`config.mk`:
```
export PLATFORM = sky130hd
export DESIGN_NAME = capi_fpga_reset_seq
export DESIGN_NICKNAME = d
export VERILOG_FILES = /design/src/rtl/capi_reset_pkg.sv /design/src/rtl/capi_lock_filter.sv /design/src/rtl/capi_fpga_reset_seq.sv
export SDC_FILE = /design/constraint.sdc
export NUM_CORES = 1
export LEC_CHECK = 0
export CORE_ASPECT_RATIO = 0.5
export CORE_MARGIN = 2
export CORE_UTILIZATION = 45
export DETAILED_ROUTE_END_ITERATION = 12
export GPL_TIMING_DRIVEN = 0
export MAX_ROUTING_LAYER = met4
export SETUP_SLACK_MARGIN = 0.05
export SYNTH_ARGS = -nofsm -noshare
export SYNTH_HDL_FRONTEND = slang
export SYNTH_SLANG_ARGS = --single-unit
export TNS_END_PERCENT = 10
```
`constraint.sdc`:
```
create_clock -name CLK -period 3.95 [get_ports CLK]
set_input_delay 0.5925 -clock CLK [delete_from_list [all_inputs] [get_ports CLK]]
set_output_delay 0.5925 -clock CLK [all_outputs]
set_load 0.02 [all_outputs]
```
`src/rtl/capi_reset_pkg.sv`:
```
// Shared definitions for staged reset sequencers: state encoding and the
// parameter legality check used at elaboration.
package capi_reset_pkg;

  typedef logic [1:0] state_t;

  localparam state_t ST_WAIT_LOCK = 2'd0;
  localparam state_t ST_COUNT     = 2'd1;
  localparam state_t ST_STAGE     = 2'd2;
  localparam state_t ST_RUN       = 2'd3;

  localparam int MAX_CH = 8;

  function automatic bit params_legal(input int num_ch, input int cnt_w,
                                      input int count_to, input int stage_gap,
                                      input int lock_filt);
    longint lim;
    if (cnt_w < 1 || cnt_w > 32) return 1'b0;
    lim = longint'(1) << cnt_w;
    return (num_ch >= 1) && (num_ch <= MAX_CH) &&
           (count_to >= 1) && (longint'(count_to) < lim) &&
           (stage_gap >= 1) && (longint'(stage_gap) < lim) &&
           (lock_filt >= 1);
  endfunction

endpackage

```
`src/rtl/capi_lock_filter.sv`:
```
// Two-flop synchroniser for the PLL lock input followed by a consecutive-high
// filter; lock_ok drops on the first synchronised-low cycle.
module capi_lock_filter #(
  parameter int LOCK_FILT = 8
) (
  input  logic CLK,
  input  logic RESET,
  input  logic PLL_LOCKED,
  output logic lock_ok
);

  localparam int FW = $clog2(LOCK_FILT + 1);
  localparam logic [FW-1:0] FILT_MAX = FW'(LOCK_FILT);

  logic          sync1_q, sync2_q;
  logic [FW-1:0] filt_q, filt_d;

  always_ff @(posedge CLK) begin
    if (RESET) begin
      sync1_q <= 1'b0;
      sync2_q <= 1'b0;
      filt_q  <= '0;
    end else begin
      sync1_q <= PLL_LOCKED;
      sync2_q <= sync1_q;
      filt_q  <= filt_d;
    end
  end

  // Saturating run-length of synchronised-high cycles.
  always_comb begin
    filt_d = '0;
    if (sync2_q) filt_d = (filt_q == FILT_MAX) ? filt_q : filt_q + 1'b1;
  end

  assign lock_ok = sync2_q && (filt_q == FILT_MAX);

endmodule

```
`src/rtl/capi_fpga_reset_seq.sv`:
```
// Staged reset sequencer: waits for filtered PLL lock, counts a settle time,
// then releases NUM_CH resets in ascending order, one every STAGE_GAP cycles.
module capi_fpga_reset_seq
  import capi_reset_pkg::*;
#(
  parameter int NUM_CH    = 4,
  parameter int CNT_W     = 10,
  parameter int COUNT_TO  = 1000,
  parameter int STAGE_GAP = 16,
  parameter int LOCK_FILT = 8
) (
  input  logic              CLK,
  input  logic              RESET,
  input  logic              PLL_LOCKED,
  input  logic              SW_RST_REQ,
  input  logic              LOCK_LOST_CLR,
  output logic [NUM_CH-1:0] RST_OUT,
  output logic              ALL_DONE,
  output logic              SW_RST_ACK,
  output logic              LOCK_LOST
);

  if (!params_legal(NUM_CH, CNT_W, COUNT_TO, STAGE_GAP, LOCK_FILT)) begin : g_param_check
    $error("capi_fpga_reset_seq: illegal parameter combination");
  end

  localparam int IDX_W = 3;
  localparam logic [CNT_W-1:0] COUNT_LAST = CNT_W'(COUNT_TO - 1);
  localparam logic [CNT_W-1:0] GAP_LAST   = CNT_W'(STAGE_GAP - 1);
  localparam logic [IDX_W-1:0] IDX_LAST   = IDX_W'(NUM_CH - 1);

  logic lock_ok;

  capi_lock_filter #(.LOCK_FILT(LOCK_FILT)) u_lock_filter (
    .CLK        (CLK),
    .RESET      (RESET),
    .PLL_LOCKED (PLL_LOCKED),
    .lock_ok    (lock_ok)
  );

  state_t             state_q, state_d;
  logic [CNT_W-1:0]   cnt_q, cnt_d;
  logic [CNT_W-1:0]   gap_q, gap_d;
  logic [IDX_W-1:0]   idx_q, idx_d;
  logic [NUM_CH-1:0]  rst_q, rst_d;
  logic               done_q, done_d;
  logic               ack_q, ack_d;
  logic               lost_q, lost_d;

  logic lock_drop, sw_restart, cnt_done, gap_done, last_ch;

  // Lock loss outranks a software restart in the same cycle.
  assign lock_drop  = (state_q != ST_WAIT_LOCK) && !lock_ok;
  assign sw_restart = (state_q != ST_WAIT_LOCK) && lock_ok && SW_RST_REQ;
  assign cnt_done   = (state_q == ST_COUNT) && (cnt_q == COUNT_LAST);
  assign gap_done   = (state_q == ST_STAGE) && (gap_q == GAP_LAST);
  assign last_ch    = (idx_q == IDX_LAST);

  always_ff @(posedge CLK) begin
    if (RESET) begin
      state_q <= ST_WAIT_LOCK;
      cnt_q   <= '0;
      gap_q   <= '0;
      idx_q   <= '0;
      rst_q   <= '1;
      done_q  <= 1'b0;
      ack_q   <= 1'b0;
      lost_q  <= 1'b0;
    end else begin
      state_q <= state_d;
      cnt_q   <= cnt_d;
      gap_q   <= gap_d;
      idx_q   <= idx_d;
      rst_q   <= rst_d;
      done_q  <= done_d;
      ack_q   <= ack_d;
      lost_q  <= lost_d;
    end
  end

  always_comb begin
    state_d = state_q;
    cnt_d   = cnt_q;
    gap_d   = gap_q;
    idx_d   = idx_q;
    case (state_q)
      ST_WAIT_LOCK: begin
        if (lock_ok) begin
          state_d = ST_COUNT;
          cnt_d   = '0;
        end
      end
      ST_COUNT: begin
        if (cnt_done) begin
          state_d = (NUM_CH == 1) ? ST_RUN : ST_STAGE;
          cnt_d   = '0;
          gap_d   = '0;
          idx_d   = IDX_W'(1);
        end else begin
          cnt_d = cnt_q + 1'b1;
        end
      end
      ST_STAGE: begin
        if (gap_done) begin
          gap_d = '0;
          if (last_ch) state_d = ST_RUN;
          else         idx_d   = idx_q + 1'b1;
        end else begin
          gap_d = gap_q + 1'b1;
        end
      end
      default: ;
    endcase
    if (sw_restart) begin
      state_d = ST_COUNT;
      cnt_d   = '0;
      gap_d   = '0;
      idx_d   = '0;
    end
    if (lock_drop) begin
      state_d = ST_WAIT_LOCK;
      cnt_d   = '0;
      gap_d   = '0;
      idx_d   = '0;
    end
  end

  // Next values for the registered outputs, so no output sees a comb path.
  always_comb begin
    rst_d  = rst_q;
    done_d = done_q;
    ack_d  = 1'b0;
    lost_d = LOCK_LOST_CLR ? 1'b0 : lost_q;
    case (state_q)
      ST_WAIT_LOCK: begin
        rst_d  = '1;
        done_d = 1'b0;
      end
      ST_COUNT: begin
        if (cnt_done) begin
          rst_d[0] = 1'b0;
          if (NUM_CH == 1) done_d = 1'b1;
        end
      end
      ST_STAGE: begin
        if (gap_done) begin
          for (int i = 1; i < NUM_CH; i++) begin
            if (IDX_W'(i) == idx_q) rst_d[i] = 1'b0;
          end
          if (last_ch) done_d = 1'b1;
        end
      end
      ST_RUN: begin
        rst_d  = '0;
        done_d = 1'b1;
      end
      default: ;
    endcase
    if (sw_restart) begin
      rst_d  = '1;
      done_d = 1'b0;
      ack_d  = 1'b1;
    end
    if (lock_drop) begin
      rst_d  = '1;
      done_d = 1'b0;
      ack_d  = 1'b0;
      if (state_q == ST_STAGE || state_q == ST_RUN) lost_d = 1'b1;
    end
  end

  assign RST_OUT    = rst_q;
  assign ALL_DONE   = done_q;
  assign SW_RST_ACK = ack_q;
  assign LOCK_LOST  = lost_q;

endmodule
```
# Yosys cells after proc, flatten, opt, wreduce, memory -nomap -nowiden
# Cells that the tools add are included.
dict set report classes {
  n_addsub 4
  eq_ne 22
  mux 30
  n_bitwise 1
  reduce_logical 29
}
# cell n
set ops {}
lappend ops {{$mux 10} 4}
lappend ops {{$pmux 10 s2} 2}
lappend ops {{$add 10x1->10 const B} 2}
lappend ops {{$ne 2x2->1 const B} 8}
lappend ops {{$mux 3} 4}
lappend ops {{$ne 3x3->1 const B} 4}
lappend ops {{$reduce_and 3->1} 4}
lappend ops {{$mux 1} 11}
lappend ops {{$eq 10x10->1 const B} 1}
lappend ops {{$eq 10x4->1 const B} 1}
lappend ops {{$reduce_and 5->1} 2}
lappend ops {{$pmux 3 s3} 1}
lappend ops {{$reduce_bool 3->1} 3}
lappend ops {{$mux 2} 4}
lappend ops {{$eq 2x3->1 const A} 2}
lappend ops {{$logic_and 1x1->1} 6}
lappend ops {{$pmux 1 s3} 2}
lappend ops {{$pmux 2 s3} 1}
lappend ops {{$pmux 3 s2} 1}
lappend ops {{$reduce_and 2->1} 3}
lappend ops {{$reduce_bool 2->1} 3}
lappend ops {{$add 4x1->4 const B} 1}
lappend ops {{$eq 2x2->1 const B} 2}
lappend ops {{$eq 4x4->1 const B} 1}
lappend ops {{12 further kinds} 13}
dict set report totals {
  regBits 38
  in_bits 5
  out_inout_bits 7
  word_cells 101
}

# Logic depth before layout (Yosys ltp)
dict set report logic_depth {
  ltp_word 6
  depth_mapped 8
  mapped_depth_nobuf 7
}

# Hierarchy
# Synthesis repeated with hierarchy kept, for this count alone.
dict set report hier_totals {
  hier_cells 224
  hier_area_um2 2029.4
}
# module n_inst cells_per_inst area_each_um2 seq_area_each_um2
set by_module_without_submodules {}
lappend by_module_without_submodules {capi_fpga_reset_seq 1 197 1762.9 640.6}
lappend by_module_without_submodules {capi_lock_filter 1 27 266.5 120.1}

# Least setup slack after synthesis
# Ideal clock, no wire load.
dict set report synth_path {
  path_kind {reg2reg}
  from {register gap_q[5]}
  to {register state_q[0]}
  setup_time_ns 0.079
  t_arrival_ns 1.823
  t_required_ns 3.871
  setup_slack_ns 2.048
  path_stages_with_launch 6
  n_path_buf 0
  synth_period_minus_slack_ns 1.902
  cell_sequence {dfxtp_1 > or4_4 > o41ai_4 > nand4_1 > mux2_1 > a211oi_2}
}
dict set report synth_via {
  elab_chain_cells 4
}
# item line
set synth_lines {}
lappend synth_lines {{start: declaration} capi_fpga_reset_seq.sv:43} ;# logic [CNT_W-1:0] gap_q, gap_d;
lappend synth_lines {{start signal: assignment} capi_fpga_reset_seq.sv:72} ;# gap_q <= gap_d;
lappend synth_lines {{$eq 10x4->1} capi_fpga_reset_seq.sv:56} ;# assign gap_done = (state_q == ST_STAGE) && (gap_q == GAP_LAST);
lappend synth_lines {{$logic_and 1x1->1} capi_fpga_reset_seq.sv:56}
lappend synth_lines {{$ne 3x3->1 (no source line)} --}
lappend synth_lines {{$reduce_and 5->1 (no source line)} --}
lappend synth_lines {{end signal: assignment} capi_fpga_reset_seq.sv:70} ;# state_q <= state_d;
lappend synth_lines {{end: declaration} capi_fpga_reset_seq.sv:41} ;# state_t state_q, state_d;
# Every way passes these cells.
# A chain may end at the register's enable or synchronous reset.

# Worst setup path after layout
dict set report layout_path {
  from {register state_q[1]}
  to {register gap_q[8]}
}
dict set report layout_via {
  elab_chain_cells 4
  word_cells_on_any_way 14
  classes_between {eq/ne: 3; mux: 2; reduce/logical: 9}
}
# item line
set layout_lines {}
lappend layout_lines {{$eq 2x2->1, or another cell as far along} {capi_fpga_reset_seq.sv:56, capi_fpga_reset_seq.sv:86}}
lappend layout_lines {{$logic_and 1x1->1 (on tied branches)} {capi_fpga_reset_seq.sv:56, capi_fpga_reset_seq.sv:54, capi_fpga_reset_seq.sv:55}}
lappend layout_lines {{$mux 10, or another cell as far along} capi_fpga_reset_seq.sv:104} ;# if (gap_done) begin
lappend layout_lines {{$pmux 10 s2, or another cell as far along} capi_fpga_reset_seq.sv:86} ;# case (state_q)
# Parallel ways exist; a longest one is shown, timed or not.

==> results.ini <==
[status]
status = completed

[setup_path]
crit_path_max_incr_delay_ns = 0.63
cp_data_arrival_time_ns = 2.28
worst-setup-path-type = register to register
path_cells = inv_1 -> ha_1 -> inv_1 -> o41ai_4 -> nand4_1 -> xor2_1 -> nor2_1
crit_required_ns = 4.11
crit_path_frequent_cell = inv_1
critPathSlowestCell = o41ai_4
startpoint_type = register
endpoint_kind = register
cp_max_fo = 10

[yosys]
synthDistinctLibCells = 40
synth_edf_count = 0
ys.warnings.count = 0
avgSynthCellArea_um2 = 8.99
ys.flop_type = dfxtp_1
synth-seq-area-share_pct = 39.7
synthCells = 213
syn_area_mm2 = 0.00191
ys_ff_latch = 38
synthesis.nets = 232
synthArstFlopShare_pct = 0

[timing]
slew_headroom_pct = 59.4
slew_viol_final = 0
rsz0062_at_grt = no
tightest_slew_ns = 0.607
period_share_pct = 53.7
max_freq_ghz = 0.472
finalHoldViolCount = 0
clock-skew-final_ns = 0.00742
setup_tns_ns = 0
setup_viol_count_final = 0
fin_crit_ns = 2.12
whs_ns = 0.443

[pwr]
p_switching_uw = 187
p_int_uw = 565
clkPwrFrac_pct = 35.9
p_leak_uw = 0.000835
ir_worst_vdd_uv = 147
p_per_area_mw_per_mm2 = 344
swShare_pct = 24.9
finalPower_uw = 752
power_frac_comb_pct = 11.3
pwr-share-seq_pct = 52.8

[cts]
clkSlewWorstSetupHoldPaths_ns = 0.07
clk_path_buf_depth = 2
postCtsSetupRepairBufs = 0
cts_root_buf = clkbuf_8
clock_latency_ns = 0.28
cts-htree-levels = 2
cts-resized-gates = 0
clock_sink_count = 38
cts_tree = yes
holdBufCountCts = 0
cts_buffers = 5

[worst_hold_path]
min_path_type = register to register

[floorplanning]
ios = 12
die_area_mm2 = 0.00482
start_util_pct = 48.1
die_x_um = 96.2
coreArea_mm2 = 0.00398
dieHeight_um = 50.1
num_rows = 16

[placed_design]
place_inst = 278
dp_hpwl_mm = 2.53
io_buffers = 11
gp_congestion = 0.836

[detailed_routing]
route.detailed.drc = 0
via_count = 1444
drtIter0Drc = 59
vias_per_cell = 5.05
firstDrtPassIters = 4
antenna_left = 0
wl_per_cell_um = 11.6
routed_wl_mm = 3.33

[finish]
antennaDiodeCount = 0
nFillCells = 369
syn_to_final_growth_pct = 14.1
stdcell_count = 286
post-route-util_pct = 54.8
fin_nets = 250
drive_above_1_share_pct = 8.19

[global_routing]
gr-total-overflow = 0
first_global_vias = 1310
grt_first_pass_wirelength_mm = 5.80
antenna_found_initial = 0
grt_util_all_layers_pct = 16.2
grt_max_degree = 12

[run]
drv_cap = 0

## layer usage
| layer | wire length, µm | vias up | GRT usage [%] |
|---|---|---|---|
| li1 | - | 763 | - |
| met1 | 1850 | 663 | 22.7 |
| met2 | 1330 | 14 | 21.8 |
| met3 | 134 | 4 | 6.42 |
| met4 | 19 | 0 | 3.57 |
| met5 | 0 | - | - |
## power by group through the flow
stage               clock [µW]  combinational [µW]  sequential, µW
detailed placement           0                86.3             406
CTS                        282                86.4             397
global placement             0                84.1             405
floorplan                    0                54.2             409
finish                     270                85.2             397
global route               300                96.8             398
## Yosys cell counts (3+ instances only)
| master | instances | share of area [%] |
|---|---|---|
| a21oi_1 | 4 | 1.0 |
| dfxtp_1 | 38 | 40 |
| ha_1 | 14 | 9.2 |
| inv_1 | 11 | 2.2 |
| mux2i_1 | 4 | 2.1 |
| nand2_1 | 17 | 3.3 |
| nand2b_1 | 4 | 1.3 |
| nand3_1 | 9 | 2.4 |
| nand4_1 | 8 | 2.6 |
| nand4b_1 | 3 | 1.4 |
| nor2_1 | 34 | 6.7 |
| nor2b_1 | 3 | 0.98 |
| nor3_1 | 5 | 1.3 |
| o21ai_0 | 7 | 1.8 |
| o21ai_1 | 4 | 1.0 |
| xnor2_1 | 10 | 4.6 |
| xor2_1 | 10 | 4.6 |
## metrics by stage
step / instance area [µm²] / worst slack, ns
finish: 2180 / 1.83
global route: 2180 / 1.62
CTS: 2180 / 1.81
detailed placement: 2090 / 1.79
floorplan: 1910 / 2.05
global placement: 2090 / 1.81
## final timing paths
check	startpoint	endpoint	slack (ns)	cells past startpoint
min reg2reg	u_lock_filter.sync1_q	u_lock_filter.sync2_q	0.44	1
max	state_q[1]	gap_q[8]	1.83	7
max reg2reg	state_q[1]	gap_q[8]	1.83	7
min	u_lock_filter.sync1_q	u_lock_filter.sync2_q	0.44	1
## registers in the layout (all words and copies together), names as in the netlist
signal / count
cnt_q: 10
gap_q: 10
RST_OUT: 4
u_lock_filter.filt_q: 4
idx_q: 3
state_q: 2
ALL_DONE: 1
LOCK_LOST: 1
SW_RST_ACK: 1
u_lock_filter.sync1_q: 1
u_lock_filter.sync2_q: 1
## logic make-up (layout without fill, tap and decap cells)
logic type / after synthesis / count (layout) / synth area share, %
simple gates: 96 / 96 / 25.1
flops: 38 / 38 / 39.7
compound gates: 25 / 25 / 10.6
xor+xnor: 20 / 20 / 9.15
buf+inv: 15 / 34 / 3.59
fa+ha+maj: 14 / 14 / 9.15
mux: 5 / 5 / 2.68
## area by class of cell
class | instances | area (µm²) | share of cell area [%]
well taps | 54 | 67.6 | 3.09
clock buffers | 7 | 86.3 | 3.95
repair buffers | 11 | 110 | 5.04
plain buffers | 4 | 27.5 | 1.26
clock inverters | 1 | 5.00 | 0.229
inverters | 11 | 41.3 | 1.89
flip-flops and latches | 38 | 761 | 34.8
multi-input cells | 160 | 1080 | 49.7
## layout by cell type (no fill, tap or decap), types with 2 or more instances in the layout
master           Yosys  routed
a21boi_0             2       2
a21oi_1              4       4
and3_1               2       2
clkbuf_1             1       2
clkbuf_2             2       2
clkbuf_8             1       7
clkdlybuf4s50_1      0      11
dfxtp_1             38      38
ha_1                14      14
inv_1               11      11
mux2i_1              4       4
nand2_1             17      17
nand2b_1             4       4
nand3_1              9       9
nand4_1              8       8
nand4b_1             3       3
nor2_1              34      34
nor2b_1              3       3
nor3_1               5       5
nor4_1               2       2
o21ai_0              7       7
o21ai_1              4       4
o41ai_4              2       2
xnor2_1             10      10
xor2_1              10      10
## critical path: cells and delay by family, from the launching register on
family	cells	cell delay, ns
and+or+nand+nor	2	0.24
AOI/OAI and AO/OA	1	0.63
adders and majority gates	1	0.33
buffers and inverters	2	0.26
DFF	1	0.36
xor gates and xnor gates	1	0.17
(Power assumes the default switching activity.)
